## config.mk

```make
export PLATFORM = sky130hd
export DESIGN_NAME = mem_arbiter
export DESIGN_NICKNAME = d
export VERILOG_FILES = /design/src/rtl/mem_arbiter.sv
export SDC_FILE = /design/constraint.sdc
export NUM_CORES = 1
export LEC_CHECK = 0
export BUFFER_PORTS_ARGS = -buffer_cell sky130_fd_sc_hd__buf_2
export CORE_AREA = 2 2 110 112
export CTS_CLUSTER_DIAMETER = 150
export DETAILED_ROUTE_END_ITERATION = 10
export DIE_AREA = 0 0 112 114
export PLACE_DENSITY_LB_ADDON = 0.1
export SLEW_MARGIN = 20
export SYNTH_ARGS = -nofsm -noshare
export SYNTH_HDL_FRONTEND = slang
export SYNTH_SLANG_ARGS = --single-unit
```

## constraint.sdc

```tcl
create_clock -name clk -period 3.45 [get_ports clk]
set_clock_uncertainty 0.1 [all_clocks]
set_input_delay 0.345 -clock clk [delete_from_list [all_inputs] [get_ports clk]]
set_output_delay 0.345 -clock clk [all_outputs]
set_load 0.02 [all_outputs]
```

## src/rtl/mem_arbiter.sv

```systemverilog
// -----------------------------------------------------------------------------
// mem_arbiter
//   Shares one single-ported memory between an instruction-fetch requester
//   (read-only) and a load/store data requester. One access is in flight at a
//   time: the grant is issued combinationally in IDLE, the arbiter then waits
//   MEM_LAT cycles for read data, and pulses the winner's rvalid for one cycle.
//
//   Optional feature: define MEM_ARB_RR_EN to resolve contention round-robin
//   (the requester not granted most recently wins). Without it, data always
//   wins over fetch.
//
// Ports
//   clk, reset                    clock, asynchronous active-low reset
//   if_req/if_addr                fetch request (held until if_gnt)
//   if_gnt/if_rvalid/if_rdata     fetch grant, response strobe, read data
//   d_req/d_we/d_addr/d_wdata     data request (held until d_gnt)
//   d_gnt/d_rvalid/d_rdata        data grant, response strobe, read data (0 on writes)
//   mem_en/mem_we/mem_addr/
//   mem_wdata/mem_rdata           shared memory port
//   conflict_cnt                  saturating count of IDLE cycles with both requests high
// -----------------------------------------------------------------------------
module mem_arbiter #(
  parameter int ADDR_W  = 32,
  parameter int DATA_W  = 32,
  parameter int MEM_LAT = 1     // legal range 1..7
) (
  input  logic              clk,
  input  logic              reset,
  input  logic              if_req,
  input  logic [ADDR_W-1:0] if_addr,
  output logic              if_gnt,
  output logic              if_rvalid,
  output logic [DATA_W-1:0] if_rdata,
  input  logic              d_req,
  input  logic              d_we,
  input  logic [ADDR_W-1:0] d_addr,
  input  logic [DATA_W-1:0] d_wdata,
  output logic              d_gnt,
  output logic              d_rvalid,
  output logic [DATA_W-1:0] d_rdata,
  output logic              mem_en,
  output logic              mem_we,
  output logic [ADDR_W-1:0] mem_addr,
  output logic [DATA_W-1:0] mem_wdata,
  input  logic [DATA_W-1:0] mem_rdata,
  output logic [15:0]       conflict_cnt
);

  typedef enum logic [1:0] {IDLE, WAIT, RESP} state_e;
  typedef enum logic {SRC_IF = 1'b0, SRC_D = 1'b1} src_e;

  localparam logic [2:0] LAT_LAST = 3'(MEM_LAT - 1);

  state_e      state_q;
  src_e        owner_q;      // requester that owns the access in flight
  logic        owner_we_q;   // access in flight is a write
  logic [2:0]  lat_q;        // WAIT cycles elapsed
  logic        if_rvalid_q, d_rvalid_q;
  logic [DATA_W-1:0] if_rdata_q, d_rdata_q;
  logic [15:0] cnt_q, cnt_d;

  logic idle;      // arbiter may grant this cycle
  logic grant;
  logic win_d;     // data requester wins the current arbitration
  logic both_req;

`ifdef MEM_ARB_RR_EN
  src_e last_q;    // requester granted most recently
`endif

  // Gated by reset so nothing is granted while reset is held low.
  assign idle     = (state_q == IDLE) && reset;
  assign both_req = if_req && d_req;
  assign grant    = idle && (if_req || d_req);

  always_comb begin
    // NOTE: every signal assigned in always_comb gets a default first, so no
    // path through the block can leave it unassigned and infer a latch.
    win_d = d_req;
`ifdef MEM_ARB_RR_EN
    if (both_req) win_d = (last_q == SRC_IF);
`endif
  end

  assign if_gnt    = grant && !win_d;
  assign d_gnt     = grant && win_d;
  assign mem_en    = grant;
  assign mem_we    = d_gnt && d_we;
  assign mem_addr  = win_d ? d_addr : if_addr;
  assign mem_wdata = win_d ? d_wdata : '0;

  // Contention counter saturates instead of wrapping.
  always_comb begin
    cnt_d = cnt_q;
    if (idle && both_req && (cnt_q != 16'hFFFF)) cnt_d = cnt_q + 16'd1;
  end

  // NOTE: sequential state uses non-blocking assignments so every register
  // samples pre-edge values, independent of statement order.
  always_ff @(posedge clk or negedge reset) begin
    if (!reset) begin
      state_q     <= IDLE;
      owner_q     <= SRC_IF;
      owner_we_q  <= 1'b0;
      lat_q       <= '0;
      if_rvalid_q <= 1'b0;
      d_rvalid_q  <= 1'b0;
      if_rdata_q  <= '0;
      d_rdata_q   <= '0;
      cnt_q       <= '0;
`ifdef MEM_ARB_RR_EN
      last_q      <= SRC_IF;
`endif
    end else begin
      cnt_q       <= cnt_d;
      if_rvalid_q <= 1'b0;
      d_rvalid_q  <= 1'b0;
      unique case (state_q)
        IDLE: begin
          if (grant) begin
            owner_q    <= win_d ? SRC_D : SRC_IF;
            owner_we_q <= mem_we;
            lat_q      <= '0;
            state_q    <= WAIT;
`ifdef MEM_ARB_RR_EN
            last_q     <= win_d ? SRC_D : SRC_IF;
`endif
          end
        end
        WAIT: begin
          if (lat_q == LAT_LAST) begin
            // Read data is valid on mem_rdata during the last WAIT cycle.
            if (owner_q == SRC_D) begin
              d_rdata_q  <= owner_we_q ? '0 : mem_rdata;
              d_rvalid_q <= 1'b1;
            end else begin
              if_rdata_q  <= mem_rdata;
              if_rvalid_q <= 1'b1;
            end
            state_q <= RESP;
          end else begin
            lat_q <= lat_q + 3'd1;
          end
        end
        RESP:    state_q <= IDLE;
        default: state_q <= IDLE;
      endcase
    end
  end

  assign if_rvalid    = if_rvalid_q;
  assign d_rvalid     = d_rvalid_q;
  assign if_rdata     = if_rdata_q;
  assign d_rdata      = d_rdata_q;
  assign conflict_cnt = cnt_q;

endmodule

```

* Word-level counts from Yosys, hierarchy flattened
Index checks and enable logic that the tools add are counted.
Storage, ports and cells: word-level logic and storage cells 51, bits in registers 89
Operators by class: multiplexer cells 16, reductions and logical operators 18, bitwise logic cells 1, add/sub/neg operators 2, equal/unequal tests 5
Operator list (number):
- 32-bit two-way mux | 3
- 16-bit by 1-bit adder with 16-bit output (second input constant) | 1
- 16-bit inequality test (second input constant) | 1
- 3-bit AND reduction | 3
- 1-bit logical AND | 8
- 1-bit two-way mux | 7
- 3-bit two-way mux | 2
- 2-bit inequality test (second input constant) | 3
- 3-bit one-hot mux with 2 select lines | 1
- 2-bit two-way mux | 2
- 2-bit one-hot mux with 2 select lines | 1
- 2-bit AND reduction | 2
- 3-bit by 1-bit adder with 3-bit output (second input constant) | 1
- 3-bit zero test | 1
- 2-bit by 1-bit == test with 1-bit output (second input constant) | 1
- 2-bit zero test | 1
- 2-bit nonzero test | 1
- 1-bit zero test | 1
- 1-bit logical OR | 1
- 1-bit inverter | 1

* Logic depth before layout (Yosys ltp)
depth after elaboration 5, mapped depth 8

* Worst setup path before layout
OpenSTA, ideal clock, no wires.
path kind flip-flop to flip-flop, start register cnt_q[0] (netlist: conflict_cnt[0]), end register cnt_q[1] (netlist: conflict_cnt[1]), slack 1.560 ns, setup time 0.125 ns, arrival time 1.665 ns, data required time 3.225 ns, stages on the path, launching flop included 6, cell sequence dfrtp_1 > ha_1 > nand3_1 > nor4_4 > nor2_2 > mux2_4
On the way: cells in the longest elaborated chain, start to end 2, elaborated cells on any way between the ends 3
RTL lines:
- from (decl) | RTL line 60 | logic [15:0] cnt_q, cnt_d;
- from (signal assigned) | RTL line 115 | cnt_q <= cnt_d;
- branches (longest 2 deep; another with 16-bit by 1-bit adder with 16-bit output)
Several ways; the timed one is not identified. A chain may end at the register's enable or synchronous reset.

* Worst setup path after layout
start input reset, end output mem_we
On the way: cells in the longest elaborated chain, start to end 4
RTL lines:
- from (decl) | RTL line 28 | input logic reset,
- 1-bit logical AND | RTL line 72 | assign idle = (state_q == IDLE) && reset;
- 1-bit logical AND | RTL line 74 | assign grant = idle && (if_req || d_req);
- 1-bit logical AND | RTL line 86 | assign d_gnt = grant && win_d;
- 1-bit logical AND | RTL line 88 | assign mem_we = d_gnt && d_we;
- to (decl) | RTL line 42 | output logic mem_we,
Every way passes these cells.

==> metrics <==
status completed; row count 40; YS warnings 0; worst r2r src lat_q[0]; Net Sw Power ~1.6 mW; # nets final 768; layout cells sized above 1 between 60% and 70%; Gate power share about two fifths; largest net degree at the start of global routing 67; Vias 3787; wire per inst between 15 and 20 um; Final Slew Violations 0; worst-path fanout max 26; clock root cell clkbuf_16; Routed Antenna Nets 0; Slew Limit Headroom 44.6%; Worst-path clk slew 0.06 ns; Leak ~3.4 nW; GR Util All Layers about 21%; slowest stage cell, crit path dlygate4sd3_1; drc violations 0; WL final about 14000 um; Mapped Nets 486; PostCTS Resize Cnt 0; # diodes 0; area delta synth->final 43.0%; total power draw about 4.4 mW; Buffers & Inverters on Critical Path 3; fill count 1088; Worst Tran Pin Value slightly above 0.8 ns; Die H 114 um; PwrDens roughly 700 mW/mm^2; Mapped Avg Cell Area between 10 and 15 um^2; delay-heaviest family, CP buffers and inverters; Clock Power Share 22.8%; Cell Area, Placed just under 0.006 mm^2; die area 0.0128 mm^2; RSZ-0062 raised after global routing no; die width 112 um; IO Count 283; FF-to-FF setup slack about 1.1 ns; Core Area 0.0117 mm^2; initial antenna violation count 0; cells after synthesis 350; CP peak stage delay roughly 0.52 ns; biggest area consumer among synthesized cells dfrtp_1; IO Port Bufs roughly 280; Hold Path Depth 2; Worst setup SP type input pin; Post-DP HPWL 11400 um; drt pass-1 iters 4; H-tree Lvls 3; total negative setup slack 0 ns; share of the synthesized area in the top cell type 50.8%; TritonCTS Buffers 9; internal power 2.78 mW; Synth area leaders dfrtp_1, mux2_2, nor2b_1, and2_1, xor2_1; final instance area roughly 0.0063 mm^2; GRT Residual Overflow 0; Clock Sinks 89; WP data arrival roughly 2.0 ns; clock latency on the worst-skew pair 0.33 ns; switching share of power 36.7%; Max Fclk around 410 MHz; count of final hold-check violations 0; R2R cell count 7; Reg-to-Reg End if_rdata[8]; CTS tree done; CP cell instances dlygate4sd3_1 -> buf_4 -> and4bb_2 -> and2_1 -> buf_2; Crit Path Class in -> out; flops & latches, synth 89; synth unique cells 34; routability cong. 0.978; Sequential Power Share 38.2%; drt first-iter violations 112; Max clock buf depth 2; initial core utilization 37.5%; Worst Hold Endpoint if_rdata[28]; hold crit path type in -> reg; Hold Startpoint mem_rdata[28]; crit share post-route 70.1%; cell area after synthesis 0.00439 mm^2; Via density 4.84; final setup violation count 0; fin crit period 2.42 ns; total of max-cap violations 0; Worst Path Required around 3.0 ns; vias in the first global route 3735; crit path capture type output port; Final Core Density 53.6%; first-pass GRT wire length 20900 um; post-synthesis sequential area ratio 50.8%; maximum VDD drop 0.420 mV
==> routing by layer <==
layer  part of all wire (%)  GRT usage, %
met5                      0             0
met4                    1.8          6.18
met3                    9.7          8.18
met2                     50          36.6
met1                     38          25.5
==> through the flow <==
step           hold slack [ns]  worst slack [ns]  std cells
2_1_floorplan          -0.0506              1.56        350
6_report                 0.162              1.03        783
4_1_cts                  0.150              1.02        783
3_5_place_dp             0.177              1.03        767
5_1_grt                  0.152             0.926        783
3_3_place_gp             0.179              1.14        767
==> how the worst max path moves through the flow <==
stage	start	end	slack (ns)	cells after the start
global route	lat_q[0]	if_rdata[16]	0.93	7
floorplan	conflict_cnt[0]	conflict_cnt[1]	1.56	5
global placement	lat_q[0]	if_rdata[4]	1.14	7
finish	reset	mem_we	1.03	5
CTS	reset	mem_we	1.02	5
detailed placement	lat_q[0]	if_rdata[3]	1.03	7
==> cells in the mapped netlist, drive strengths merged <==
library cell and n:
mux2 97, dfrtp 89, nor2b 34, and2 33, xor2 16, buf 11
nand2 11, nor3 9, nand3 7, clkbuf 6, nand4 6, nor2 6
and3 4, inv 4, ha 3, nor3b 3, nor4 3, a21o 2
and4 1, and4bb 1, nand2b 1, o211ai 1, o21ai 1, or2 1
==> registers in the layout (all words and copies together) (netlist names) <==
register	count
state_q	2
conflict_cnt	16
owner_q	1
lat_q	3
d_rvalid	1
d_rdata	32
if_rvalid	1
if_rdata	32
owner_we_q	1
==> timing repair <==
item                                    CTS  global route
endpoints found under the setup margin    0             0
hold buffers                              1             0
setup buffers                             0             0
endpoints found under the hold margin    23             0
==> power by group through the flow <==
stage	logic, mW	registers (mW)	clock network [mW]
floorplan	0.577	2.15	0
global placement	1.72	1.68	0
detailed placement	1.74	1.69	0
CTS	1.74	1.68	1.03
global route	1.82	1.73	1.09
finish	1.71	1.68	1.00
==> cell usage in the layout, fill, tap and decap left out, drive strengths merged, types with 3 or more instances in the layout <==
cell type    n
nand3        7
nor4         3
mux2        97
dfrtp       89
nand2       11
buf        287
and3         4
clkbuf      12
nor3b        3
nand4        6
nor2b       34
xor2        16
ha           3
nor2         6
nor3         9
inv          5
and2        33
==> final cells by class <==
cell class              instances  area (um^2)  area share [%]
clock buffers                  12          267            4.25
clock inverters                 3         47.5           0.758
inverters                       4         15.0           0.239
multi-input cells             240         2070            33.0
flip-flops and latches         89         2230            35.5
well taps                     147          184            2.93
repair buffers                288         1460            23.3
==> cell families (layout without fill, tap and decap cells) <==
| kind of cell | count (synthesis) | count (layout) | share of synthesized area, % |
|---|---|---|---|
| flops | 89 | 89 | 50.8 |
| simple gates | 120 | 120 | 17.4 |
| xor+xnor | 16 | 16 | 3.19 |
| compound gates | 4 | 4 | 0.627 |
| fa+ha+maj | 3 | 3 | 0.856 |
| mux | 97 | 97 | 25.0 |
| buf+inv | 21 | 307 | 2.20 |
(Power assumes the default switching activity.)
